`src/rtl/gcd_frac_reduce.sv`:
```
// Reduces num/den to lowest terms by dividing both by a supplied gcd.
// Two restoring dividers run side by side, one quotient bit per clock.
module gcd_frac_reduce #(
  parameter int WIDTH = 8
) (
  input  logic             clock,
  input  logic             reset_n,
  input  logic [WIDTH-1:0] num_in,
  input  logic [WIDTH-1:0] den_in,
  input  logic [WIDTH-1:0] gcd_in,
  input  logic             gcd_done,
  output logic             busy,
  output logic [WIDTH-1:0] out_num,
  output logic [WIDTH-1:0] out_den,
  output logic             out_valid,
  input  logic             out_ready,
  output logic             err_zero,
  output logic             err_rem,
  output logic             overrun
);

  localparam int CW = $clog2(WIDTH + 1);

  typedef enum logic [1:0] {IDLE, DIV, HOLD} state_t;

  state_t           state;
  logic [CW-1:0]    cnt;
  logic [WIDTH-1:0] g;
  logic [WIDTH-1:0] q_num, q_den;
  logic [WIDTH:0]   rem_n, rem_d;
  logic [WIDTH:0]   rem_n_nxt, rem_d_nxt;
  logic [WIDTH-1:0] q_num_nxt, q_den_nxt;
  logic             accept;

  // One restoring step: shift the next dividend bit into the remainder and
  // subtract the divisor when it fits. Returns {remainder, quotient}.
  function automatic logic [2*WIDTH:0] div_step(input logic [WIDTH-1:0] r,
                                                input logic [WIDTH-1:0] q,
                                                input logic [WIDTH-1:0] d);
    logic [WIDTH:0] sh;
    sh = {r, q[WIDTH-1]};
    if (sh >= {1'b0, d})
      div_step = {sh - {1'b0, d}, q[WIDTH-2:0], 1'b1};
    else
      div_step = {sh, q[WIDTH-2:0], 1'b0};
  endfunction

  always_comb begin
    {rem_n_nxt, q_num_nxt} = div_step(rem_n[WIDTH-1:0], q_num, g);
    {rem_d_nxt, q_den_nxt} = div_step(rem_d[WIDTH-1:0], q_den, g);
  end

  // A strobe is taken in IDLE, or in HOLD on the same edge as the handshake.
  assign accept = gcd_done && ((state == IDLE) || ((state == HOLD) && out_ready));

  always_ff @(posedge clock or negedge reset_n) begin
    if (!reset_n) begin
      state     <= IDLE;
      cnt       <= '0;
      g         <= '0;
      q_num     <= '0;
      q_den     <= '0;
      rem_n     <= '0;
      rem_d     <= '0;
      out_num   <= '0;
      out_den   <= '0;
      out_valid <= 1'b0;
      busy      <= 1'b0;
      err_zero  <= 1'b0;
      err_rem   <= 1'b0;
      overrun   <= 1'b0;
    end else begin
      overrun <= 1'b0;
      case (state)
        DIV: begin
          if (gcd_done)
            overrun <= 1'b1;
          if (cnt != '0) begin
            rem_n <= rem_n_nxt;
            rem_d <= rem_d_nxt;
            q_num <= q_num_nxt;
            q_den <= q_den_nxt;
            cnt   <= cnt - CW'(1);
          end else begin
            out_num   <= q_num;
            out_den   <= q_den;
            err_rem   <= (rem_n != '0) || (rem_d != '0);
            out_valid <= 1'b1;
            state     <= HOLD;
          end
        end
        HOLD: begin
          if (out_ready) begin
            out_valid <= 1'b0;
            busy      <= 1'b0;
            state     <= IDLE;
          end else if (gcd_done) begin
            overrun <= 1'b1;
          end
        end
        default: ;
      endcase

      // Later assignments here override the HOLD handshake for back-to-back jobs.
      if (accept) begin
        busy    <= 1'b1;
        err_rem <= 1'b0;
        if (gcd_in == '0) begin
          out_num   <= num_in;
          out_den   <= den_in;
          err_zero  <= 1'b1;
          out_valid <= 1'b1;
          state     <= HOLD;
        end else begin
          q_num     <= num_in;
          q_den     <= den_in;
          g         <= gcd_in;
          rem_n     <= '0;
          rem_d     <= '0;
          cnt       <= CW'(WIDTH);
          err_zero  <= 1'b0;
          out_valid <= 1'b0;
          state     <= DIV;
        end
      end
    end
  end

endmodule

```
`config.mk`:
```
export PLATFORM = sky130hd
export DESIGN_NAME = gcd_frac_reduce
export DESIGN_NICKNAME = d
export VERILOG_FILES = /design/src/rtl/gcd_frac_reduce.sv
export SDC_FILE = /design/constraint.sdc
export NUM_CORES = 1
export LEC_CHECK = 0
export BUFFER_PORTS_ARGS = -buffer_cell sky130_fd_sc_hd__clkbuf_2
export CELL_PAD_IN_SITES_DETAIL_PLACEMENT = 1
export CELL_PAD_IN_SITES_GLOBAL_PLACEMENT = 1
export CORE_AREA = 2 2 101 103
export CTS_BUF_LIST = sky130_fd_sc_hd__clkbuf_2 sky130_fd_sc_hd__clkbuf_4 sky130_fd_sc_hd__clkbuf_8
export DETAILED_ROUTE_END_ITERATION = 8
export DIE_AREA = 0 0 103 105
export PLACE_DENSITY = 0.73
export SLEW_MARGIN = 20
export SYNTH_ARGS = -nofsm -noshare
export SYNTH_HDL_FRONTEND = slang
export SYNTH_SLANG_ARGS = --single-unit
```
`constraint.sdc`:
```
create_clock -name clock -period 2.5 [get_ports clock]
set_clock_uncertainty 0.15 [all_clocks]
set_input_delay 0.625 -clock clock [delete_from_list [all_inputs] [get_ports clock]]
set_output_delay 0.625 -clock clock [all_outputs]
set_load 0.005 [all_outputs]
```
==> run summary <==
Status: complete, no violations
DRC viols: 0
Most used cell, CP: nor2b_1
Initial antenna violation count: 0
Port bufs: 48
Die span in y: 105 um
Post-route cell area: 4670 um2
Yosys reg bits: 68
CP Buf/Inv Count: 2
Tightest Hold Check Type: input port to asynchronous set/reset pin
Synth cell types: 42
Wire per inst: 17.0 um
Min Tclk post-route: 2.37 ns
CTS Buf Count: 9
Num Clock Sinks: 68
Worst setup path class: register to register
Final hold viol count: 0
Syn_nets: 483
DRT Pass-1 Iters: 4
Power Dens Cells: 1510 nW/um2
Root Buffer: clkbuf_8
Final Wtd Congestion: 0.885
R2R Path Start: g[1]
H-tree levels: 3
Metal3 WL: 312 um
Die X: 103 um
Post-synthesis area per instance: 9.00 um2
Reg2reg end: rem_n[7]
DPL Wire Length: 7670 um
Post-route met1 wirelength: 5040 um
Commonest non-fill, non-tap cell in the layout: dfrtp_1
Setup violations, final: 0
Slowest cell delay on critical path: 0.38 ns
Relative slew slack: 66.4%
CP Cell Sequence: inv_2 -> ha_1 -> nor2b_1 -> o31a_1 -> nor4_2 -> o31ai_2 -> buf_4 -> nor2b_1 -> a21o_1
Grt total ovfl: 0
Largest net degree at the start of global routing: 69
Reg2reg path depth: 9
Die Area: 10,800 um2
Cts-stage hold buffer count: 0
Final Slew Violations: 0
Final-stage net count: 542
Top routing layer in use: met4
Warnings, synthesis: 0
Synthesis-to-layout area growth: 19.9%
Cells after Synth: 433
Clock-pin slew on the worst setup and hold paths: 0.08 ns
Final core utilization: 48.5%
DP Area: 4420 um2
Vias: 3,396
Slew @ Worst Pin: 0.499 ns
Period utilization: 94.8%
Via density: 5.39
First DRT Iteration DRCs: 85
Asr flop ratio synth: 100%
Fillers: 1,170
Gr usage total: 20.3%
Post-synth top flop: dfrtp_1
Ports: 49
N_diodes: 0
Core footprint: 9640 um2
Top cells by area, synth: dfrtp_1 (44%), mux2i_1 (6.9%), ha_1 (6.4%)
Initial Util: 40.4%
Commonest cells after routing, fill and taps aside: dfrtp_1 (68), nand2_1 (50), nor2_1 (47), clkbuf_2 (47), a21oi_1 (41)
Worst-case clock buffer depth: 2
Yosys top cell area share: 43.7%
Number of synthesized flops with an enable pin: 0
Routed WL: 10,700 um
Seq/Total Area, Yosys: 43.7%
Clk_lat worst skew: 0.35 ns
Post-route ant nets: 0
CP Data Required Time: 2.59 ns
Highest fanout seen on the critical path: 7
R2r setup slk: 0.13 ns
Syn Std Cell Area: 3900 um2
CP max-delay cell: dfrtp_1
Cell taking the most area after synthesis: dfrtp_1
Setup crit start kind: register
Maximum vdd ir drop: 462 uV
Num rows: 36
Max-cap violations: 0
Maximum clock frequency: 422 MHz
First-pass GRT wire length: 17,200 um
Cell family contributing the most delay on the critical path: compound AO/OA/AOI/OAI gates
CP Capture Type: register
Number of global-route vias before repair: 3,469
Metal2 WL: 5210 um
WP data arrival: 2.46 ns
Leakage: 2.16 nW
CTS tree: done
Layout cell share with drive strength beyond 1: 20.3%
[layer usage]
layer	global-route usage, %	up-vias
met5	0	-
met2	33.5	54
met3	3.08	12
li1	-	1650
met1	27.2	1680
met4	6.11	0
[flip-flops by register name, summed over array words and instances (netlist names)]
signal	cells
q_num	8
overrun	1
busy	1
err_rem	1
out_num	8
out_den	8
g	8
cnt	4
q_den	8
rem_n	9
err_zero	1
out_valid	1
rem_d	9
state	1
[synth_stat cells (2+ instances only)]
cell type   n
a211oi_1    5
nor2_1     47
ha_1       20
o31ai_1     2
o32ai_1     2
dfrtp_1    68
buf_2       8
a21o_1      8
or4_1       5
inv_1      18
xnor2_1    10
or3_1       2
nand2_1    50
and3_1      2
nand2b_1    4
o21ai_0    29
nor4_1      6
nor3_1      3
a31oi_1    17
o21bai_1    3
nand3_1    10
a21oi_1    42
o21a_1      6
o21ai_1    10
clkbuf_1   11
fa_1        2
mux2i_1    27
nor2b_1     2
[cell type report]
cell class / count / area, um2 / share of cell area, %
multi-input cells: 326 / 2090 / 44.8
flip-flops and latches: 68 / 1700 / 36.4
repair buffers: 69 / 448 / 9.59
well taps: 133 / 166 / 3.56
clock buffers: 10 / 131 / 2.81
inverters: 18 / 67.6 / 1.45
clock inverters: 6 / 65.1 / 1.39
[kinds of logic (layout without fill, tap and decap cells)]
group	Yosys count	count (layout)	share of synthesized area [%]
AO/OA/AOI/OAI	130	130	19.6
buffers and inverters	39	103	4.21
adder cells (fa/ha/maj)	22	22	7.45
flip-flops	68	68	43.7
AND/OR/NAND/NOR	135	135	15.4
multiplexers	28	28	7.22
XOR/XNOR	11	11	2.47
[repair_timing]
action | 4_1_cts | 5_1_grt
setup endpoints to repair | 1 | 18
pin swaps | 0 | 3
cloned | 0 | 0
resized for setup | 2 | 9
buffers inserted | 0 | 1
[metrics by stage]
stage / setup WS [ns] / hold slack [ns] / TNS [ns] / cells / power (W)
final: 0.130 / 0.129 / 0 / 630 / 0.00704
after CTS: 0.00301 / 0.154 / 0 / 629 / 0.00697
after detailed placement: -0.0981 / 0.318 / -0.0981 / 613 / 0.00597
after floorplan: 0.120 / 0.179 / 0 / 433 / 0.00477
after global routing: -0.0151 / 0.152 / -0.0183 / 630 / 0.00766
after global placement: 0.0253 / 0.311 / 0 / 613 / 0.00579
[power by group]
part,internal (W),total [W],switching (W)
logic,0.00187,0.00414,0.00226
registers,0.00160,0.00198,0.000380
clock network,0.000472,0.000923,0.000451
[worst max path at each step]
stage	slack, ns	startpoint	cells past startpoint	endpoint
finish	0.13	g[1]	9	rem_n[7]
detailed placement	-0.1	q_num[7]	10	rem_n[8]
CTS	0.003	g[1]	9	rem_n[0]
global placement	0.03	q_num[7]	10	rem_n[8]
floorplan	0.12	q_num[7]	10	rem_n[8]
global route	-0.02	g[2]	9	rem_n[2]
Power figures use the tool's default switching activity.
